===== src/rtl/and16_serial_pkg.sv =====
// Shared constants and state encoding for the bit-serial AND block.
package and16_serial_pkg;

    localparam int WIDTH_DEFAULT = 16;
    localparam int CNT_W         = $clog2(WIDTH_DEFAULT);

    typedef enum logic {
        COLLECT = 1'b0,
        HOLD    = 1'b1
    } state_t;

endpackage


===== src/rtl/and16_serial_ntt_and.sv =====
// Single-bit AND primitive, shared by every bit position of the serial word.
module NTT_And (
    input  logic a,
    input  logic b,
    output logic y
);

    assign y = a & b;

endmodule


===== src/rtl/and16_serial.sv =====
// Bit-serial WIDTH-bit AND with a parallel result behind a valid/ready pair.
// Define AND16_SERIAL_MSB_FIRST_EN to fill the result from out[WIDTH-1] downward.
module and16_serial
    import and16_serial_pkg::*;
#(
    parameter int WIDTH = WIDTH_DEFAULT
) (
    input  logic             clk,
    input  logic             rst_n,
    input  logic             in_valid,
    output logic             in_ready,
    input  logic             a_bit,
    input  logic             b_bit,
    output logic             out_valid,
    input  logic             out_ready,
    output logic [WIDTH-1:0] out,
    output logic             busy
);

    localparam int             CW   = (WIDTH > 1) ? $clog2(WIDTH) : 1;
    localparam logic [CW-1:0]  LAST = CW'(WIDTH - 1);

    state_t             state;
    logic [CW-1:0]      count;
    logic [CW-1:0]      idx;
    logic [WIDTH-1:0]   word;
    logic               and_bit;
    logic               accept;

    NTT_And u_and (
        .a (a_bit),
        .b (b_bit),
        .y (and_bit)
    );

    // Handshake outputs depend only on registered state.
    assign in_ready  = (state == COLLECT);
    assign out_valid = (state == HOLD);
    assign busy      = (state == COLLECT) && (count != '0);
    assign accept    = in_valid && in_ready;
    assign out       = word;

`ifdef AND16_SERIAL_MSB_FIRST_EN
    assign idx = LAST - count;
`else
    assign idx = count;
`endif

    always_ff @(posedge clk) begin
        if (!rst_n) begin
            state <= COLLECT;
            count <= '0;
            word  <= '0;
        end else begin
            case (state)
                COLLECT: begin
                    if (accept) begin
                        word[idx] <= and_bit;
                        if (count == LAST) begin
                            count <= '0;
                            state <= HOLD;
                        end else begin
                            count <= count + 1'b1;
                        end
                    end
                end
                HOLD: begin
                    if (out_ready) state <= COLLECT;
                end
                default: state <= COLLECT;
            endcase
        end
    end

endmodule

===== config.mk =====
export PLATFORM = sky130hd
export DESIGN_NAME = and16_serial
export DESIGN_NICKNAME = d
export VERILOG_FILES = /design/src/rtl/and16_serial_pkg.sv /design/src/rtl/and16_serial_ntt_and.sv /design/src/rtl/and16_serial.sv
export SDC_FILE = /design/constraint.sdc
export NUM_CORES = 1
export LEC_CHECK = 0
export CORE_ASPECT_RATIO = 0.9
export CORE_UTILIZATION = 54
export CTS_BUF_LIST = sky130_fd_sc_hd__clkbuf_8
export CTS_CLUSTER_DIAMETER = 80
export DETAILED_ROUTE_END_ITERATION = 8
export HOLD_SLACK_MARGIN = 0.02
export PLACE_DENSITY = 0.95
export SLEW_MARGIN = 40
export SYNTH_ARGS = -nofsm -noshare
export SYNTH_HDL_FRONTEND = slang
export SYNTH_SLANG_ARGS = --single-unit

===== constraint.sdc =====
create_clock -name clk -period 3.7 [get_ports clk]
set_input_delay 0.37 -clock clk [delete_from_list [all_inputs] [get_ports clk]]
set_output_delay 0.37 -clock clk [all_outputs]
set_load 0.1 [all_outputs]

==> results of run 1 <==
[through the flow]
stage,std cells,worst slack [ns],area [um^2]
2_1_floorplan,103,1.03,1000
3_3_place_gp,144,1.29,1230
3_5_place_dp,144,1.34,1130
4_1_cts,148,1.63,1180
5_1_grt,148,1.53,1180
6_report,148,1.63,1180
[state kept, by name (all words and copies together) (netlist names)]
name       flops
count          4
out           16
out_valid      1
[area by class of cell]
cell class                 count  area share (%)
multi-input combinational     72            44.6
sequential                    21            35.7
timing repair buffer          24            12.3
clock buffer                   3            3.50
tap                           24            2.55
inverter                       3           0.955
clock inverter                 1           0.425
[where the power goes]
group	switching (mW)	total, mW	leakage (nW)	internal [mW]
clock network	0.0710	0.146	0.0255	0.0750
registers	0.00500	0.234	0.170	0.229
logic	0.0431	0.0607	0.373	0.0176
total	0.119	0.441	0.568	0.322
[worst max-delay path, delay by kind of cell (launching register included)]
| family | cells | cell delay [ns] |
|---|---|---|
| flip-flops | 1 | 0.61 |
| AO/OA/AOI/OAI | 1 | 0.19 |
| AND/OR/NAND/NOR | 1 | 0.20 |
| buffers and inverters | 1 | 0.44 |
[placed cells by master (no fill, tap or decap)]
cell type / netlist / routed
clkdlybuf4s50_1: 0 / 5
nand4b_1: 8 / 8
nor2b_2: 1 / 1
buf_2: 2 / 19
nand4_1: 3 / 3
and2_1: 1 / 1
nand3b_1: 2 / 2
nand3_1: 6 / 6
o21ai_0: 1 / 1
xnor2_1: 2 / 2
o21a_1: 1 / 1
nand2_1: 17 / 17
inv_1: 3 / 3
nor3b_2: 1 / 1
clkbuf_8: 0 / 3
dfxtp_1: 21 / 21
clkinv_2: 0 / 1
nor2_1: 3 / 3
nor2b_1: 1 / 1
a21oi_1: 1 / 1
ha_1: 5 / 5
mux2i_1: 18 / 18
nor3_1: 1 / 1
[kinds of logic after synthesis]
| kind of cell | Yosys count | share of synthesized area, % |
|---|---|---|
| simple gates | 44 | 24.7 |
| buf+inv | 10 | 5.85 |
| fa+ha+maj | 5 | 6.23 |
| compound gates | 3 | 1.74 |
| mux | 18 | 17.9 |
| xor+xnor | 2 | 1.74 |
| flops | 21 | 41.8 |
[per-layer routing]
metal  share of wire (%)  GRT usage, %  vias to the layer above
met3                 7.2          6.38                        4
met4                 1.4          8.57                        0
met5                   0             0                        -
met1                  45          28.9                      374
met2                  46          32.6                       41
li1                    -             -                      400
[final timing paths]
kind	from	endpoint	slack, ns	cells after the start
max	count[3]$_SDFFE_PN0P_	busy	1.63	3
min	out[8]$_SDFFE_PN0P_	out[8]$_SDFFE_PN0P_	0.46	2
max reg2reg	out_valid$_SDFF_PN0_	out[12]$_SDFFE_PN0P_	2.24	3
min reg2reg	out[8]$_SDFFE_PN0P_	out[8]$_SDFFE_PN0P_	0.46	2
==> qor.txt, run 1 <==
outcome: completed
Routed WL: 1.87 mm
# clock sinks: 21
Die H: 42.9 um
Hold Fails Final Rpt: 0
antenna cell count: 0
Synth Warn #: 0
DR iter-0 viols: 21
Post-synth top flop: dfxtp_1
# port buffers: 24
Hold Crit Class: reg -> reg
syn avg cell area: 9.75 um^2
register area: 420 um^2
VDD IR max: 402 uV
P&R area growth vs syn: 17.3%
clock buffer count from CTS: 3
CP Cell Sequence: nor2_1, a21oi_1, buf_2
area of the multi-input gates: 526 um^2
largest stage delay on the critical path: 0.61 ns
I/O pin count: 25
first-pass GRT wire length: 3.08 mm
Tmin final: 2.07 ns
net count after synthesis: 114
vias in the first global route: 691
most common cell in the netlist: dfxtp_1
Root Buffer: clkbuf_8
num rows: 14
Hold-fix buffers, CTS: 0
Mapped Cells: 103
Max Cap Viol: 0
EDFF count, synth: 0
drt pass-1 iters: 4
Util after Layout: 68.7%
CP max-delay cell: dfxtp_1
Fillers: 153
DRC Markers: 0
CTS tree: done
largest area contributor in the netlist: dfxtp_1
unrepaired setup endpoints after global routing: false
fin nets: 136
core area: 0.00172 mm^2
CTS resizes: 0
Yosys reg bits: 21
Required @ worst endpoint: 3.33 ns
final period utilization: 56.0%
Via density: 5.53
WL per Instance: 12.6 um
count of different cell masters after synthesis: 23
fin. max-slew vios: 0
fraction of registers with async set/reset: 0%
number of routed nets with antenna violations: 0
Longest Clk Path Bufs: 2
GRT Overall Usage: 21.8%
Die W: 47.5 um
CP Class: reg -> out
layout cell share with drive strength beyond 1: 20.2%
Clock transition at path regs: 0.07 ns
remaining global-route overflow: 0
setup TNS: 0 ns
area share of the largest cell type after synthesis: 41.8%
crit path launch type: flop
post-DP HPWL: 1.35 mm
Setup Skew: 0.00244 ns
Commonest cells post-synth: dfxtp_1, mux2i_1, nand2_1
final total power: 441 uW
Die Footprint: 0.00204 mm^2
# setup viols final: 0
post-synthesis sequential area ratio: 41.8%
FMAX: 482 MHz
Slew @ Worst Pin: 0.714 ns
Clk Latency, worst-skew pair: 0.26 ns
top post-synthesis cells by area: dfxtp_1, mux2i_1, nand4b_1
Starting Density: 58.5%
Pwr Density: 374 mW/mm^2
largest net degree at the start of global routing: 23
CP Capture Type: output port
post-CTS setup buffer count: 0
H-tree Lvls: 1
RePlAce Congestion: 0.838
leak pwr: 0.568 nW
via count: 819
slew margin rel.: 52.3%
Crit path arrival time: 1.70 ns
Min Hold Slack: 0.457 ns
synthesized cell area: 0.00100 mm^2
initial antenna violation count: 0
CP max FO: 16
Note: power is estimated with default switching activity, not from simulation.
==> run 2: changes to the inputs <==
--- a/config.mk
+++ b/config.mk
@@ -6,12 +6,12 @@
 export NUM_CORES = 1
 export LEC_CHECK = 0
 export CORE_ASPECT_RATIO = 0.9
-export CORE_UTILIZATION = 54
+export CORE_UTILIZATION = 50
 export CTS_BUF_LIST = sky130_fd_sc_hd__clkbuf_8
 export CTS_CLUSTER_DIAMETER = 80
 export DETAILED_ROUTE_END_ITERATION = 8
 export HOLD_SLACK_MARGIN = 0.02
-export PLACE_DENSITY = 0.95
+export PLACE_DENSITY = 0.91
 export SLEW_MARGIN = 40
 export SYNTH_ARGS = -nofsm -noshare
 export SYNTH_HDL_FRONTEND = slang
==> constraint.sdc (replaced) <==
create_clock -name clk -period 2 [get_ports clk]
set_input_delay 0.2 -clock clk [delete_from_list [all_inputs] [get_ports clk]]
set_output_delay 0.2 -clock clk [all_outputs]
set_load 0.1 [all_outputs]
==> run 2 against run 1 <==
Effect of this change:
- first-iteration DRC count down 43%
- sequential power up 85%
- sequential cell count stayed put
- final cell count is 3.4% higher
- non-clock buffer count is 4 higher
- hold slack hardly changed
- critical path depth rose by 1
- core utilization down 1.5 points
==> qor.txt, run 2 (synthesis results as in run 1) <==
outcome: completed
most frequent cells in the layout: buf_4, dfxtp_1, mux2i_1, nand2_1, nand4b_1
FMAX: 582 MHz
slew margin rel.: 62.8% (+11 points)
first-pass GRT wire length: 3.20 mm (+3.8%)
Root Buffer: clkbuf_8
post-DP HPWL: 1.38 mm (+1.9%)
Via density: 5.26 (-4.9%)
Clock transition at path regs: 0.07 ns (about the same)
Hold Fails Final Rpt: 0 (unchanged)
CTS resizes: 0 (unchanged)
crit-path leading delay family: flip-flops
Starting Density: 53.0% (-5.5 points)
initial antenna violation count: 0 (unchanged)
Required @ worst endpoint: 1.80 ns (-1.53 ns)
VDD IR max: 592 uV (+47%)
Clk Latency, worst-skew pair: 0.25 ns (about the same)
remaining global-route overflow: 0 (unchanged)
drt pass-1 iters: 3 (-1)
leak pwr: 0.595 nW (+4.7%)
Hold-fix buffers, CTS: 0 (unchanged)
largest stage delay on the critical path: 0.45 ns (-0.16 ns)
Die H: 44.5 um (+3.7%)
CP Cell Sequence: inv_1, ha_1, a21oi_2, buf_12
Place WS: 0.478 ns (-0.861 ns)
GRT Overall Usage: 19.1% (-2.8 points)
fin nets: 140 (+2.9%)
# setup viols final: 0 (unchanged)
CTS tree: done
Fillers: 146 (-4.6%)
Tmin final: 1.72 ns
Pwr Density: 652 mW/mm^2 (+74%)
final setup margin: 0.283 ns (-1.34 ns)
number of routed nets with antenna violations: 0 (unchanged)
Largest register FFs: 16 (unchanged)
layout cell share with drive strength beyond 1: 23.4% (+3.3 points)
I/O pin count: 25 (unchanged)
crit path launch type: flop
fin. max-slew vios: 0 (unchanged)
P&R area growth vs syn: 26.8%
# clock sinks: 21 (unchanged)
DRC Markers: 0 (unchanged)
CP Class: reg -> out
CP max-delay cell: dfxtp_1
# port buffers: 24 (unchanged)
register area: 422 um^2 (+0.30%)
Die W: 49.3 um (+3.8%)
post-CTS setup buffer count: 0 (unchanged)
clock buffer count from CTS: 3 (unchanged)
H-tree Lvls: 1 (unchanged)
area of the multi-input gates: 529 um^2 (+0.71%)
Hold Crit Class: reg -> reg
Max Cap Viol: 0 (unchanged)
CP Capture Type: output port
Longest Clk Path Bufs: 2 (unchanged)
num rows: 15 (+1)
most common cell after layout, fill and taps aside: buf_4
largest net degree at the start of global routing: 22 (-4.3%)
RePlAce Congestion: 0.760 (-9.3%)
Slew @ Worst Pin: 0.556 ns (-0.158 ns)
WL per Instance: 12.7 um (+0.15%)
core area: 0.00190 mm^2 (+10%)
final period utilization: 85.8%
Setup Skew: 0.00325 ns (+0.000815 ns)
unrepaired setup endpoints after global routing: false
vias in the first global route: 729 (+5.5%)
CP max FO: 6 (-10)
via count: 805 (-1.7%)
antenna cell count: 0 (unchanged)
Util after Layout: 67.2% (-1.5 points)
DR iter-0 viols: 12 (-43%)
Die Footprint: 0.00219 mm^2 (+7.6%)
setup TNS: 0 ns (unchanged)
CP bufs+invs: 2 (+1)
Routed WL: 1.94 mm (+3.5%)
Crit path arrival time: 1.52 ns (-0.18 ns)
==> run 2: final cells by class <==
class	count	area share, %
Inverter	3	0.884
Sequential cell	21	33.1
Tap cell	25	2.46
Clock inverter	1	0.295
Multi-Input combinational cell	72	41.6
Clock buffer	3	3.24
Timing Repair Buffer	28	18.5
==> run 2: path summary, 6_finish.rpt <==
kind                              start                   end  slack (ns)  depth (start not counted)
setup reg to reg  count[0]$_SDFFE_PN0P_  out[15]$_SDFFE_PN0P_        0.55                          4
setup / recovery  count[0]$_SDFFE_PN0P_                  busy        0.28                          4
hold / removal      out[2]$_SDFFE_PN0P_   out[2]$_SDFFE_PN0P_        0.46                          2
hold reg to reg     out[2]$_SDFFE_PN0P_   out[2]$_SDFFE_PN0P_        0.46                          2
==> run 2: worst reg2reg max path: cells and delay by family, from the launching register on <==
kind / cells / cell delay, ns
adders and majority gates: 1 / 0.18
DFF: 1 / 0.45
muxes: 1 / 0.25
and+or+nand+nor: 2 / 0.48
==> run 2: metal layers <==
metal / wire (um) / track usage [%] / up-vias
met2: 910 / 31.8 / 18
met5: 0 / 0 / -
met3: 88 / 6.19 / 2
met4: 8 / 3.53 / 0
li1: - / - / 404
met1: 929 / 24.3 / 381
==> run 2: metrics by stage <==
| stage | power [mW] | hold WS, ns | cells | cell area [um^2] |
|---|---|---|---|---|
| 6_report | 0.830 | 0.458 | 153 | 1270 |
| 5_1_grt | 0.861 | 0.489 | 153 | 1270 |
| 4_1_cts | 0.832 | 0.462 | 153 | 1270 |
| 3_5_place_dp | 0.575 | 0.452 | 149 | 1230 |
| 3_3_place_gp | 0.571 | 0.445 | 149 | 1230 |
| 2_1_floorplan | 0.535 | 0.357 | 103 | 1010 |
==> run 2: power by group <==
part / internal, mW / switching [mW] / leakage (nW)
sequential: 0.424 / 0.00852 / 0.170
clock: 0.136 / 0.127 / 0.0269
combinational: 0.0487 / 0.0854 / 0.398
